`config.mk`:
```
export PLATFORM = sky130hd
export DESIGN_NAME = z80_bus_responder
export DESIGN_NICKNAME = d
export VERILOG_FILES = /design/src/rtl/z80_bus_responder.sv
export SDC_FILE = /design/constraint.sdc
export NUM_CORES = 1
export LEC_CHECK = 0
export BUFFER_PORTS_ARGS = -buffer_cell sky130_fd_sc_hd__clkbuf_2
export CORE_ASPECT_RATIO = 1.1
export CORE_UTILIZATION = 51
export DETAILED_ROUTE_END_ITERATION = 10
export GPL_ROUTABILITY_DRIVEN = 0
export GPL_TIMING_DRIVEN = 0
export PLACE_DENSITY = 0.92
export SLEW_MARGIN = 0
export SYNTH_ARGS = -nofsm -noshare
export SYNTH_HDL_FRONTEND = slang
export SYNTH_SLANG_ARGS = --single-unit
```
`constraint.sdc`:
```
create_clock -name clk -period 3.55 [get_ports clk]
set_clock_uncertainty 0.2 [all_clocks]
set_input_delay 0.71 -clock clk [delete_from_list [all_inputs] [get_ports clk]]
set_output_delay 0.71 -clock clk [all_outputs]
set_load 0.05 [all_outputs]
```
`src/rtl/z80_bus_responder.sv`:
```
// rtl/z80_bus_responder.sv - Z80 external-bus target servicing memory, I/O and interrupt-acknowledge cycles
//
// Purpose: classifies CPU bus cycles from the active-low strobes, turns each
// memory/I/O access into one request on the local bus port, and stretches the
// CPU with nWAIT until read data is ready. Writes are posted, so the CPU is not
// held for them. A new access that arrives while a posted write is still
// outstanding is held with nWAIT until that write completes.
//
// Ports:
//   clk, reset                 CPU clock; asynchronous active-high reset
//   A, D_in                    CPU address and write-data pins
//   D_out, D_oe                data driven back to the CPU and its enable
//   nM1 nMREQ nIORQ nRD nWR nRFSH  CPU control strobes (active-low)
//   nWAIT, nINT                registered wait and interrupt requests (active-low)
//   bus_req/io/we/addr/wdata   local request, held until bus_ack
//   bus_rdata, bus_ack         local read data and single-cycle completion
//   irq, irq_vector            peripheral interrupt level and IM2 vector
//
// Parameters: MEM_WAIT / IO_WAIT = extra nWAIT cycles after bus_ack on
// memory / I/O reads (0..15).
// Macro RESP_INTA_EN: when defined, interrupt-acknowledge cycles are serviced
// with irq_vector and nINT follows irq; otherwise nINT is held high.

module z80_bus_responder #(
    parameter int MEM_WAIT = 0,
    parameter int IO_WAIT  = 1
) (
    input  logic        clk,
    input  logic        reset,
    input  logic [15:0] A,
    input  logic [7:0]  D_in,
    output logic [7:0]  D_out,
    output logic        D_oe,
    input  logic        nM1,
    input  logic        nMREQ,
    input  logic        nIORQ,
    input  logic        nRD,
    input  logic        nWR,
    input  logic        nRFSH,
    output logic        nWAIT,
    output logic        nINT,
    output logic        bus_req,
    output logic        bus_io,
    output logic        bus_we,
    output logic [15:0] bus_addr,
    output logic [7:0]  bus_wdata,
    input  logic [7:0]  bus_rdata,
    input  logic        bus_ack,
    input  logic        irq,
    input  logic [7:0]  irq_vector
);

    localparam logic [3:0] MEM_W = 4'(MEM_WAIT);
    localparam logic [3:0] IO_W  = 4'(IO_WAIT);

    typedef enum logic [2:0] {
        S_IDLE, S_RDREQ, S_RDWAIT, S_DRIVE, S_WRPOST, S_INTA, S_DONE
    } state_t;

    state_t      state_q, state_d;
    logic [3:0]  cnt_q, cnt_d;
    logic        nwait_q, nwait_d;
    logic        nint_q, nint_d;
    logic [7:0]  d_out_q, d_out_d;
    logic        d_oe_q, d_oe_d;
    logic        bus_req_q, bus_req_d;
    logic        bus_io_q, bus_io_d;
    logic        bus_we_q, bus_we_d;
    logic [15:0] bus_addr_q, bus_addr_d;
    logic [7:0]  bus_wdata_q, bus_wdata_d;

    // Refresh cycles (nRFSH low) never qualify as memory accesses.
    logic is_mrd, is_mwr, is_iord, is_iowr, is_rd, is_wr, all_high, ack_v;
    logic [3:0] wait_load;
    assign is_mrd    = ~nMREQ & nRFSH & ~nRD;
    assign is_mwr    = ~nMREQ & nRFSH & ~nWR;
    assign is_iord   = ~nIORQ & nM1 & ~nRD;
    assign is_iowr   = ~nIORQ & nM1 & ~nWR;
    assign is_rd     = is_mrd | is_iord;
    assign is_wr     = is_mwr | is_iowr;
    assign all_high  = nRD & nWR & nIORQ;
    assign ack_v     = bus_req_q & bus_ack;     // stray acks are ignored
    assign wait_load = bus_io_q ? IO_W : MEM_W;

`ifdef RESP_INTA_EN
    logic is_inta;
    assign is_inta = ~nIORQ & ~nM1;
`else
    logic unused_inta;
    assign unused_inta = ^{irq, irq_vector};
`endif

    always_comb begin
        state_d     = state_q;
        cnt_d       = cnt_q;
        nwait_d     = nwait_q;
        d_out_d     = d_out_q;
        d_oe_d      = d_oe_q;
        bus_req_d   = bus_req_q;
        bus_io_d    = bus_io_q;
        bus_we_d    = bus_we_q;
        bus_addr_d  = bus_addr_q;
        bus_wdata_d = bus_wdata_q;
`ifdef RESP_INTA_EN
        nint_d      = ~irq;
`else
        nint_d      = 1'b1;
`endif
        // The request drops on its ack in any state, so a posted write can
        // complete while the CPU has already moved on.
        if (ack_v) begin
            bus_req_d = 1'b0;
        end
        case (state_q)
            S_IDLE: begin
`ifdef RESP_INTA_EN
                if (is_inta) begin
                    d_out_d = irq_vector;
                    d_oe_d  = 1'b1;
                    state_d = S_INTA;
                end else
`endif
                if (is_rd || is_wr) begin
                    if (bus_req_q) begin
                        // Posted write still outstanding: stall the CPU and
                        // start this access the cycle after its ack.
                        nwait_d = 1'b0;
                    end else begin
                        bus_req_d  = 1'b1;
                        bus_addr_d = A;
                        bus_io_d   = is_rd ? is_iord : is_iowr;
                        if (is_rd) begin
                            bus_we_d = 1'b0;
                            nwait_d  = 1'b0;
                            state_d  = S_RDREQ;
                        end else begin
                            bus_we_d    = 1'b1;
                            bus_wdata_d = D_in;
                            nwait_d     = 1'b1;
                            state_d     = S_WRPOST;
                        end
                    end
                end
            end
            S_RDREQ: begin
                if (ack_v) begin
                    d_out_d = bus_rdata;
                    cnt_d   = wait_load;
                    if (wait_load == 4'd0) begin
                        nwait_d = 1'b1;
                        d_oe_d  = 1'b1;
                        state_d = S_DRIVE;
                    end else begin
                        state_d = S_RDWAIT;
                    end
                end
            end
            S_RDWAIT: begin
                cnt_d = cnt_q - 4'd1;
                if (cnt_q == 4'd1) begin
                    nwait_d = 1'b1;
                    d_oe_d  = 1'b1;
                    state_d = S_DRIVE;
                end
            end
            S_DRIVE: begin
                if (nRD) begin
                    d_oe_d  = 1'b0;
                    state_d = all_high ? S_IDLE : S_DONE;
                end
            end
            S_WRPOST: begin
                if (nWR) begin
                    state_d = all_high ? S_IDLE : S_DONE;
                end
            end
            S_INTA: begin
                if (nIORQ) begin
                    d_oe_d  = 1'b0;
                    state_d = all_high ? S_IDLE : S_DONE;
                end
            end
            S_DONE: begin
                if (all_high) begin
                    state_d = S_IDLE;
                end
            end
            default: state_d = S_IDLE;
        endcase
    end

    always_ff @(posedge clk or posedge reset) begin
        if (reset) begin
            state_q     <= S_IDLE;
            cnt_q       <= 4'd0;
            nwait_q     <= 1'b1;
            nint_q      <= 1'b1;
            d_out_q     <= 8'h00;
            d_oe_q      <= 1'b0;
            bus_req_q   <= 1'b0;
            bus_io_q    <= 1'b0;
            bus_we_q    <= 1'b0;
            bus_addr_q  <= 16'h0000;
            bus_wdata_q <= 8'h00;
        end else begin
            state_q     <= state_d;
            cnt_q       <= cnt_d;
            nwait_q     <= nwait_d;
            nint_q      <= nint_d;
            d_out_q     <= d_out_d;
            d_oe_q      <= d_oe_d;
            bus_req_q   <= bus_req_d;
            bus_io_q    <= bus_io_d;
            bus_we_q    <= bus_we_d;
            bus_addr_q  <= bus_addr_d;
            bus_wdata_q <= bus_wdata_d;
        end
    end

    assign nWAIT     = nwait_q;
    assign nINT      = nint_q;
    assign D_out     = d_out_q;
    assign D_oe      = d_oe_q;
    assign bus_req   = bus_req_q;
    assign bus_io    = bus_io_q;
    assign bus_we    = bus_we_q;
    assign bus_addr  = bus_addr_q;
    assign bus_wdata = bus_wdata_q;

endmodule

```
==> out/results.env <==
LAYOUT.CORE_UTILIZATION=0.668
DRT-TOTAL-WL_UM=4330
SLOWEST_STAGE='sky130_fd_sc_hd__clkbuf_1'
ROUTED-WL-MET2_UM=2240
CRIT_CHAIN='clkbuf_2 -> clkbuf_1 -> a21oi_1 -> nand3_1 -> buf_2 -> mux2_1'
FIN_CRIT_NS=2.10
VIOLATION_COUNT_AFTER_THE_FIRST_DETAILED_ROUTE_ITERATION=56
DIE_W_UM=63.0
FINAL_PERIOD_UTIL=0.591
VIA_COUNT=1630
DIE_H_UM=69.1
VIA_PER_INST=5.26
CP.REQUIRED_NS=3.53
NNETSFINAL=309
CTS.SINKS=44
YOSYS.AREA_SHARE.ADDER=0.0120
CP_TOP_FAMILY='buffers and inverters'
START_KIND='primary input'
SYNTHARSTFLOPSHARE=1.00
MAX_STAGE_DELAY_ON_CRIT_PATH_NS=0.36
LAUNCH_INSTANCE_OF_THE_WORST_REGISTER_TO_REGISTER_PATH='state_q[0]$_DFFE_PP0P_'
SYNTH_TOP_FAMILY_BY_AREA='multiplexers'
TOP_LAYER_USED='met4'
WL_MET1_UM=1770
SEQ_AREA_FRAC_SYNTH=0.529
OVERFLOW=0
TIMING_MAX_TRANSITION_VIOLATIONS_FINAL=0
TRITONCTS='done'
CTS_RESIZED=0
SYNTH_EDF_COUNT=0
N_ANTENNA_CELL=0
TIMING.RR.END='state_q[1]$_DFFE_PP0P_'
CTS.HOLD.BUFFERS_ADDED=0
DIE_OUTLINE_AREA_MM2=0.00435
GLOBALROUTETOTALUTIL=0.214
CTS_INSERTED_BUFFERS=5
WHS_PATH_DEPTH=1
POST_ROUTE_CELLS_DRIVE_ABOVE_1_SHARE=0.411
POWER.LEAKAGE_nW=1.36
TOTAL_POWER_mW=2.77
WORST-R2R-SETUP-SLACK_NS=1.64
HOLD_VIOLATIONS=0
GRT_PASS1_WL_UM=7000
ROUTE.MET3.WL_UM=216
FIRST_GLOBAL_VIAS=1548
RELATIVE_SLEW_SLACK=0.409
WORSTPATHMAXFANOUT=10
STATUS='finished, final reports clean'
SYNTH.MUX.AREA_FRACTION=0.187
HP-START='cnt_q[3]$_DFFE_PP0P_'
HOLDPATHEND='cnt_q[3]$_DFFE_PP0P_'
TIMING.CRITICAL_PATH.TO_TYPE='flop'
SYNTH_COMPOUND_AREA_FRAC=0.104
GRT_START_MAX_NET_PINS=45
MAX_CAP_VIOL_COUNT=0
POST_SYNTH_INST_COUNT=173
IO_BUFFER_COUNT=77
TOP_LEVEL_PORTS=88
ANTENNA_VIOLATIONS_BEFORE_REPAIR=0
ROUTEDWLPERCELL_UM=14.0
SYNTH_SIMPLE_GATE_AREA_FRAC=0.118
REG2REGPATHDEPTH=6
CORE.ROWCOUNT=24
CORE_REGION_AREA_MM2=0.00393
CTS_SETUP_BUFFERS=0
MEAN_CELL_AREA_OF_THE_MAPPED_NETLIST_UM2=12.0
INITIAL_CORE_UTIL=0.530
SEQ_CELLS_POST_SYNTH=44
FINAL_HPWL_FROM_DETAILED_PLACEMENT_UM=3270
SETUP-VIOLATIONS-FINAL=0
DRT_PASS1_ITERATIONS=4
POST_SYNTHESIS_INSTANCE_AREA_MM2=0.00208
TIMING.CRITICAL_PATH.ARRIVAL_NS=2.08
FINAL_ANTENNA_NET_COUNT=0
DRC=0
CRIT_TYPE='in -> reg'
HOLD_PATH_CLASS='reg -> reg'
CLKTRANSATPATHREGS_NS=0.08
SYNTHFLOPTYPE='sky130_fd_sc_hd__dfrtp_1'
FIN_SETUP_TNS_NS=0
DEEPEST_LEVEL_OF_THE_CTS_H_TREE=2
SYNTH_XOR_AREA_FRAC=0.00420
INSERTION_DELAY_NS=0.29
AREA_GROWTH_SYN_TO_LAYOUT_PCT=26.1
POST_SYNTH_NUM_CELL_TYPES=46
CLOCKROOTBUFFER='sky130_fd_sc_hd__clkbuf_8'
MAX-CLOCK-PATH-BUFFERS=2
TIMING.FMAX_GHz=0.477
TIMING_WORST_SLEW_PIN_VALUE_NS=0.885
POWER.IR.VDD_WORST_mV=0.702
POWER-PER-CELL-AREA_mW_PER_MM2=1050
RSZ0062_AT_GRT='no'
WORST-PATH-BUF-INV=3
SYNTH_FP_NETS=225
COUNT_OF_WARNINGS_EMITTED_BY_YOSYS=0
## where the power goes
group | switching (mW) | leakage [nW] | internal [mW]
registers | 0.145 | 0.541 | 0.739
logic | 1.10 | 0.771 | 0.464
clock network | 0.163 | 0.0445 | 0.158
## cell usage in the layout (no fill, tap or decap), drive strengths merged
cell / netlist / layout
mux2: 32 / 32
o41ai: 1 / 1
or4: 1 / 1
o21a: 1 / 1
dfstp: 1 / 1
nand2: 8 / 8
mux2i: 1 / 1
nor2: 9 / 9
nand2b: 6 / 6
and2: 2 / 2
a31oi: 2 / 2
nand4: 1 / 1
buf: 8 / 8
ha: 2 / 2
and4b: 1 / 1
nor2b: 2 / 2
clkbuf: 3 / 87
a21oi: 7 / 7
a221oi: 1 / 1
nor3: 2 / 2
a41o: 1 / 1
inv: 7 / 7
a211o: 1 / 1
or3: 1 / 1
xnor2: 1 / 1
o21ai: 8 / 8
or2: 1 / 1
a21o: 1 / 1
nor3b: 2 / 2
conb: 1 / 1
clkinvlp: 0 / 1
o211a: 1 / 1
nand3b: 1 / 1
nand3: 6 / 6
o221ai: 1 / 1
a21boi: 2 / 2
dfrtp: 43 / 43
o22a: 1 / 1
a211oi: 3 / 3
## Yosys cell counts, drive strengths merged, types with 2 or more instances
| library cell | count | area, µm² |
|---|---|---|
| inv | 7 | 26.3 |
| a21boi | 2 | 15.0 |
| dfrtp | 43 | 1080 |
| a31oi | 2 | 12.5 |
| nor2b | 2 | 12.5 |
| mux2 | 32 | 379 |
| nor2 | 9 | 33.8 |
| nor3 | 2 | 15.0 |
| nor3b | 2 | 15.0 |
| o21ai | 8 | 40.0 |
| and2 | 2 | 12.5 |
| buf | 8 | 55.1 |
| nand3 | 6 | 30.0 |
| a21oi | 7 | 35.0 |
| clkbuf | 3 | 11.3 |
| a211oi | 3 | 27.5 |
| ha | 2 | 25.0 |
| nand2 | 8 | 30.0 |
| nand2b | 6 | 45.0 |
## final cells by class
| class | count | area (µm²) |
|---|---|---|
| plain buffers | 11 | 66.3 |
| clock buffers | 7 | 86.3 |
| clock inverters | 1 | 7.51 |
| fillers | 309 | 1310 |
| inverters | 7 | 26.3 |
| multi-input cells | 111 | 890 |
| flip-flops and latches | 44 | 1100 |
| well taps | 52 | 65.1 |
| repair buffers | 77 | 385 |
## state kept, by name, indices dropped and copies added (netlist names)
name / cells
bus_req: 1
cnt_q: 4
D_oe: 1
nWAIT: 1
bus_io: 1
bus_wdata: 8
D_out: 8
state_q: 3
bus_we: 1
bus_addr: 16
## stage by stage
stage | setup WS, ns | hold WS (ns) | instance area, µm² | std cells
detailed placement | 1.14 | 0.270 | 2530 | 302
floorplan | 1.46 | 0.245 | 2080 | 173
global route | 1.37 | 0.317 | 2630 | 310
global placement | 1.12 | 0.261 | 2530 | 302
CTS | 1.46 | 0.285 | 2630 | 310
finish | 1.45 | 0.291 | 2630 | 310
## how the worst max path moves through the flow
stage / start / end / slack (ns) / cells after the start
after floorplan: nRD / bus_addr[10]$_DFFE_PP0P_ / 1.46 / 5
after global placement: reset / bus_io$_DFFE_PP0P_ / 1.12 / 2
after detailed placement: nRD / bus_addr[14]$_DFFE_PP0P_ / 1.14 / 6
after CTS: nRD / bus_addr[14]$_DFFE_PP0P_ / 1.46 / 6
after global routing: nRD / bus_addr[14]$_DFFE_PP0P_ / 1.37 / 6
final: nRD / bus_addr[14]$_DFFE_PP0P_ / 1.45 / 6
## routing by layer
metal	GRT usage	up-vias
li1	-	774
met1	0.242	783
met2	0.370	63
met3	0.0563	10
met4	0.101	0
met5	0	-
## cells by family after synthesis
logic type / after synthesis
DFF: 44
and+or+nand+nor: 43
muxes: 33
AOI/OAI and AO/OA: 31
buffers and inverters: 18
adders and majority gates: 2
other: 1
xor gates and xnor gates: 1
(Power assumes the default switching activity.)
